==> config.mk <==
export PLATFORM = sky130hd
export DESIGN_NAME = mux_sel_arbiter
export DESIGN_NICKNAME = d
export VERILOG_FILES = /design/src/rtl/mux_sel_arbiter_pkg.sv /design/src/rtl/mux_sel_arbiter_rr_pick.sv /design/src/rtl/mux_sel_arbiter.sv
export SDC_FILE = /design/constraint.sdc
export NUM_CORES = 1
export LEC_CHECK = 0
export BUFFER_PORTS_ARGS = -buffer_cell sky130_fd_sc_hd__buf_2
export CAP_MARGIN = 20
export CORE_MARGIN = 2
export CORE_UTILIZATION = 55
export DETAILED_ROUTE_END_ITERATION = 10
export GPL_TIMING_DRIVEN = 0
export PLACE_DENSITY = 0.82
export SETUP_SLACK_MARGIN = 0.15
export SYNTH_ARGS = -nofsm -noshare
export SYNTH_HDL_FRONTEND = slang
export SYNTH_SLANG_ARGS = --single-unit
export TNS_END_PERCENT = 50
==> constraint.sdc <==
create_clock -name clk_i -period 2.5 [get_ports clk_i]
set_input_delay 0.25 -clock clk_i [delete_from_list [all_inputs] [get_ports clk_i]]
set_output_delay 0.25 -clock clk_i [all_outputs]
set_load 0.05 [all_outputs]
==> src/rtl/mux_sel_arbiter_pkg.sv <==
// Shared types and constants for the four-channel round-robin mux select arbiter.
// Pulled into the arbiter top and its round-robin picker.
package mux_sel_arbiter_pkg;

    localparam int unsigned NumCh = 4;
    localparam int unsigned SelW  = 2;

    typedef enum logic {
        StIdle = 1'b0,
        StHold = 1'b1
    } state_e;

    typedef logic [SelW-1:0]  sel_t;
    typedef logic [NumCh-1:0] ch_vec_t;

    function automatic ch_vec_t sel_to_onehot(input sel_t sel);
        return ch_vec_t'(1) << sel;
    endfunction

endpackage

==> src/rtl/mux_sel_arbiter_rr_pick.sv <==
// Combinational round-robin picker: first set request after the last served channel.
// Rotates the request vector so the search starts at last+1, priority-encodes, rotates back.
module mux_sel_arbiter_rr_pick
    import mux_sel_arbiter_pkg::*;
(
    input  logic [NumCh-1:0] req_i,
    input  logic [SelW-1:0]  last_i,
    output logic [SelW-1:0]  pick_o,
    output logic             valid_o
);

    logic [2*NumCh-1:0] req_dbl;
    logic [SelW:0]      start;
    logic [NumCh-1:0]   rot;
    sel_t               idx;

    assign req_dbl = {req_i, req_i};
    assign start   = {1'b0, last_i} + (SelW + 1)'(1);
    assign rot     = req_dbl[start +: NumCh];

    // Descending loop so the lowest set bit of the rotated vector wins.
    always_comb begin
        idx = '0;
        for (int i = NumCh - 1; i >= 0; i--) begin
            if (rot[i]) begin
                idx = sel_t'(i);
            end
        end
    end

    assign pick_o  = idx + last_i + sel_t'(1);
    assign valid_o = |req_i;

endmodule

==> src/rtl/mux_sel_arbiter.sv <==
// Round-robin arbiter driving the select pair and enable of a 4:1 enabled mux / tristate stage.
// Every grant is followed by at least one idle cycle with en low (break-before-make).
module mux_sel_arbiter
    import mux_sel_arbiter_pkg::*;
#(
    parameter int unsigned MAX_HOLD = 16,
    parameter int unsigned CNT_W    = 8
) (
    input  logic             clk_i,
    input  logic             rst_ni,
    input  logic [NumCh-1:0] req_i,
    input  logic             done_i,
    output logic             s1_o,
    output logic             s0_o,
    output logic             en_o,
    output logic [NumCh-1:0] gnt_o,
    output logic             timeout_o
);

    state_e           state_q, state_d;
    sel_t             sel_q, sel_d;
    sel_t             last_q, last_d;
    ch_vec_t          gnt_q, gnt_d;
    logic             en_q, en_d;
    logic             timeout_q, timeout_d;
    logic [CNT_W-1:0] cnt_q, cnt_d;

    sel_t pick;
    logic pick_valid;
    logic release_req;
    logic hold_max;
    logic hold_exit;

    mux_sel_arbiter_rr_pick u_rr_pick (
        .req_i   (req_i),
        .last_i  (last_q),
        .pick_o  (pick),
        .valid_o (pick_valid)
    );

    // A consumer release takes precedence over the hold limit, so timeout only flags
    // grants that were still wanted when they were cut off.
    assign release_req = done_i | ~req_i[sel_q];
    assign hold_max    = (cnt_q == CNT_W'(MAX_HOLD));
    assign hold_exit   = release_req | hold_max;

    always_ff @(posedge clk_i or negedge rst_ni) begin
        if (!rst_ni) begin
            state_q <= StIdle;
        end else begin
            state_q <= state_d;
        end
    end

    always_comb begin
        state_d = state_q;
        unique case (state_q)
            StIdle: if (pick_valid) state_d = StHold;
            StHold: if (hold_exit)  state_d = StIdle;
            default: state_d = StIdle;
        endcase
    end

    always_comb begin
        sel_d     = sel_q;
        last_d    = last_q;
        gnt_d     = gnt_q;
        en_d      = en_q;
        cnt_d     = cnt_q;
        timeout_d = 1'b0;
        unique case (state_q)
            StIdle: begin
                if (pick_valid) begin
                    sel_d  = pick;
                    last_d = pick;
                    gnt_d  = sel_to_onehot(pick);
                    en_d   = 1'b1;
                    cnt_d  = CNT_W'(1);
                end else begin
                    gnt_d = '0;
                    en_d  = 1'b0;
                end
            end
            StHold: begin
                if (hold_exit) begin
                    // Select is left as is so the mux inputs stay quiet during the gap.
                    gnt_d     = '0;
                    en_d      = 1'b0;
                    cnt_d     = '0;
                    timeout_d = hold_max & ~release_req;
                end else begin
                    cnt_d = cnt_q + CNT_W'(1);
                end
            end
            default: begin
                gnt_d = '0;
                en_d  = 1'b0;
            end
        endcase
    end

    always_ff @(posedge clk_i or negedge rst_ni) begin
        if (!rst_ni) begin
            sel_q     <= '0;
            last_q    <= sel_t'(NumCh - 1);
            gnt_q     <= '0;
            en_q      <= 1'b0;
            timeout_q <= 1'b0;
            cnt_q     <= '0;
        end else begin
            sel_q     <= sel_d;
            last_q    <= last_d;
            gnt_q     <= gnt_d;
            en_q      <= en_d;
            timeout_q <= timeout_d;
            cnt_q     <= cnt_d;
        end
    end

    assign s1_o      = sel_q[1];
    assign s0_o      = sel_q[0];
    assign en_o      = en_q;
    assign gnt_o     = gnt_q;
    assign timeout_o = timeout_q;

endmodule

==> flow_summary.ini <==
[grt]
antenna_found_initial = 0
grt_overflow = 0
grt_pass1_vias = 934
grt_max_degree = 20
grt_pass1_wl_mm = 3.870
grt.total_usage_pct = 20.99

[die]
die_h_um = 48.69
rows = 16
coreArea_sq_um = 1922
start_util_pct = 57.16
die_w_um = 48.69
dieArea_sq_um = 2371
io_pins = 15

[power]
power_density_nw_per_um2 = 1130
p_sw_share_pct = 47.23
comb_power_share_pct = 52.7
pwr-share-seq_pct = 35.8
ir_worst_vdd_v = 0.0007733
intPower_mw = 0.7379
clockPowerShare_pct = 11.5
p_leak_nw = 0.5622
finalPower_mw = 1.398
switching_power_mw = 0.6604

[yosys]
syn_area_per_cell_sq_um = 8.931
synthMuxAreaShare_pct = 3.759
ys_warn_count = 0
syn-instance-count = 123
synth-compound-area-share_pct = 17.54
synth-edff-count = 0
synth_area_leaders = dfrtp_1 (39%), nand2_1 (5.8%), dfstp_2 (4.8%)
yosysTopAreaCell = dfrtp_1
synth_top_family_by_area = simple AND/OR/NAND/NOR gates
syn_area_sq_um = 1099
syn_nets = 134
yosysTopAreaCellShare_pct = 38.72
async_flop_share_pct = 100.0
synthSimpleGateAreaFrac_pct = 23.23
synth-adder-area-share_pct = 4.556
ys_ff_latch = 19
synth.distinct_cells = 35
ys.flop_type = dfrtp_1
synth-xor-area-share_pct = 2.392
ys_seq_area_share_pct = 43.51

[setup_path]
crit_path_end_kind = flip-flop
rr_startpoint = last_q[1]$_DFFE_PN1P_
regToRegEndpoint = gnt_o[2]$_DFFE_PN0P_
worst_ep_arrival_time_ns = 2.42
criticalPathCategory = reg -> reg
rrSetupSlack_ns = 0.28
worstRegToRegCells = 9
critPathLaunchType = flip-flop
critPathMaxFanout = 6
crit_required_ns = 2.70

[min_path]
holdPathStages = 4
min_to = timeout_o$_DFF_PN0_
worstHoldStart = done_i
min_path_type = in -> reg

[place]
globalplace.congestion = 0.8057
post-dp-hpwl_mm = 1.728
portBuffers = 12

[detailed_routing]
wl_per_cell_um = 13.76
num_vias = 970
drcViolationCount = 0
drt_pass1_iterations = 4
antenna_left = 0
finalWirelength_mm = 2.298
drtIter0Drc = 24
avgViaCountPerCell = 5.808

[run]
cap_violations = 0

[sta]
fin_crit_ns = 2.220
setup_viol = 0
finClkSkew_ns = 0.009725
tns_ns = 0
rsz0062_at_grt = true
drv_slew = 0
max_freq_mhz = 450.4
relSlewSlack_pct = 61.25
final-hold-violation-count = 0
worst_slew_pin_slew_ns = 0.5759
fin_crit_sh_pct = 88.80

[cells_and_area]
antenna_cells = 0
final_nets = 152
drive_gt1_share_pct = 16.43
syn2layout_area_growth_pct = 12.64
most-common-layout-cells = nand2_1 (17), dfrtp_1 (17), buf_2 (14), inv_1 (9)

[clocking]
htree_levels = 1
root_buffer = clkbuf_4
clockBufferDepth = 2
clock_latency_ns = 0.31
cts_sinks = 19
cts_buffers = 3
cts_tree = yes
path_clk_slew_ns = 0.11

[run_status]
outcome = completed
## flip-flops by register name, indices dropped and copies added (netlist names)
name	flops
timeout_o	1
gnt_o	4
en_o	1
sel_q	2
state_q	1
cnt_q	8
last_q	2
## synth_stat cells, drive strengths merged (3+ instances only)
| cell type | instances |
|---|---|
| nand3 | 5 |
| nand2 | 17 |
| ha | 4 |
| nor2b | 6 |
| xnor2 | 3 |
| clkbuf | 3 |
| nor2 | 7 |
| dfrtp | 17 |
| mux2i | 3 |
| o21ai | 9 |
| or3 | 5 |
| inv | 9 |
| a21oi | 7 |
## worst max path at each step
| stage | start | to | slack (ns) | cells past startpoint |
|---|---|---|---|---|
| floorplan | last_q[1]$_DFFE_PN1P_ | last_q[1]$_DFFE_PN1P_ | 0.53 | 9 |
| global placement | last_q[1]$_DFFE_PN1P_ | sel_q[1]$_DFFE_PN0P_ | 0.39 | 9 |
| detailed placement | last_q[1]$_DFFE_PN1P_ | sel_q[1]$_DFFE_PN0P_ | 0.29 | 9 |
| CTS | last_q[1]$_DFFE_PN1P_ | gnt_o[2]$_DFFE_PN0P_ | 0.28 | 9 |
| global route | last_q[1]$_DFFE_PN1P_ | gnt_o[2]$_DFFE_PN0P_ | 0.13 | 9 |
| finish | last_q[1]$_DFFE_PN1P_ | gnt_o[2]$_DFFE_PN0P_ | 0.28 | 9 |
## stage by stage
step	instances	hold WS [ns]	setup WS [ns]	utilization, %	area (sq um)
3_5_place_dp	162	0.2111	0.2875	62.04	1192
4_1_cts	167	0.2386	0.2809	64.00	1230
3_3_place_gp	162	0.2052	0.3874	62.04	1192
6_report	167	0.2502	0.2799	64.39	1237
5_1_grt	167	0.2478	0.1345	64.39	1237
2_1_floorplan	123	-0.04559	0.5296	-	1099
## power groups by stage
stage	registers, mW	clock network (mW)	logic (mW)
6_report	0.501	0.161	0.736
3_5_place_dp	0.504	0	0.717
3_3_place_gp	0.491	0	0.680
4_1_cts	0.498	0.162	0.718
5_1_grt	0.510	0.174	0.810
2_1_floorplan	0.617	0	0.423
## metal layers
layer,vias up,GRT usage [%],routed length (um),part of all wire (%)
li1,466,-,-,-
met1,478,26.49,1072,47
met2,19,34.47,1116,49
met3,7,4.321,71,3.1
met4,0,10.00,37,1.6
met5,-,0,0,0
## repair_timing
item / CTS / global route
gates resized for setup: 0 / 1
buffers inserted: 0 / 0
hold buffers: 1 / 0
hold endpoints to repair: 17 / 0
setup endpoints to repair: 0 / 5
## critical path: stages (launching register included)
cell and delay, ns:
dfstp_2 0.60, inv_1 0.10, nand2_1 0.07, a21oi_1 0.06, o221ai_1 0.17, o21ai_0 0.17
ha_1 0.25, xnor2_1 0.25, xnor2_2 0.15, a32o_1 0.29
## kinds of logic (layout without fill, tap and decap cells)
family / after synthesis / in the layout
flip-flops: 19 / 19
AO/OA/AOI/OAI: 29 / 29
XOR/XNOR: 3 / 3
buffers and inverters: 14 / 31
adder cells (fa/ha/maj): 4 / 4
AND/OR/NAND/NOR: 50 / 50
multiplexers: 4 / 4
## area by class of cell
class                           count  area [sq um]
Sequential cell                    19         478.0
Buffer                              5         21.27
Fill cell                         177         684.4
Inverter                            9         33.78
Clock buffer                        3         22.52
Multi-Input combinational cell     90         573.1
Tap cell                           27         33.78
Clock inverter                      1         5.005
Timing Repair Buffer               13         70.07
Power figures use the tool's default switching activity.
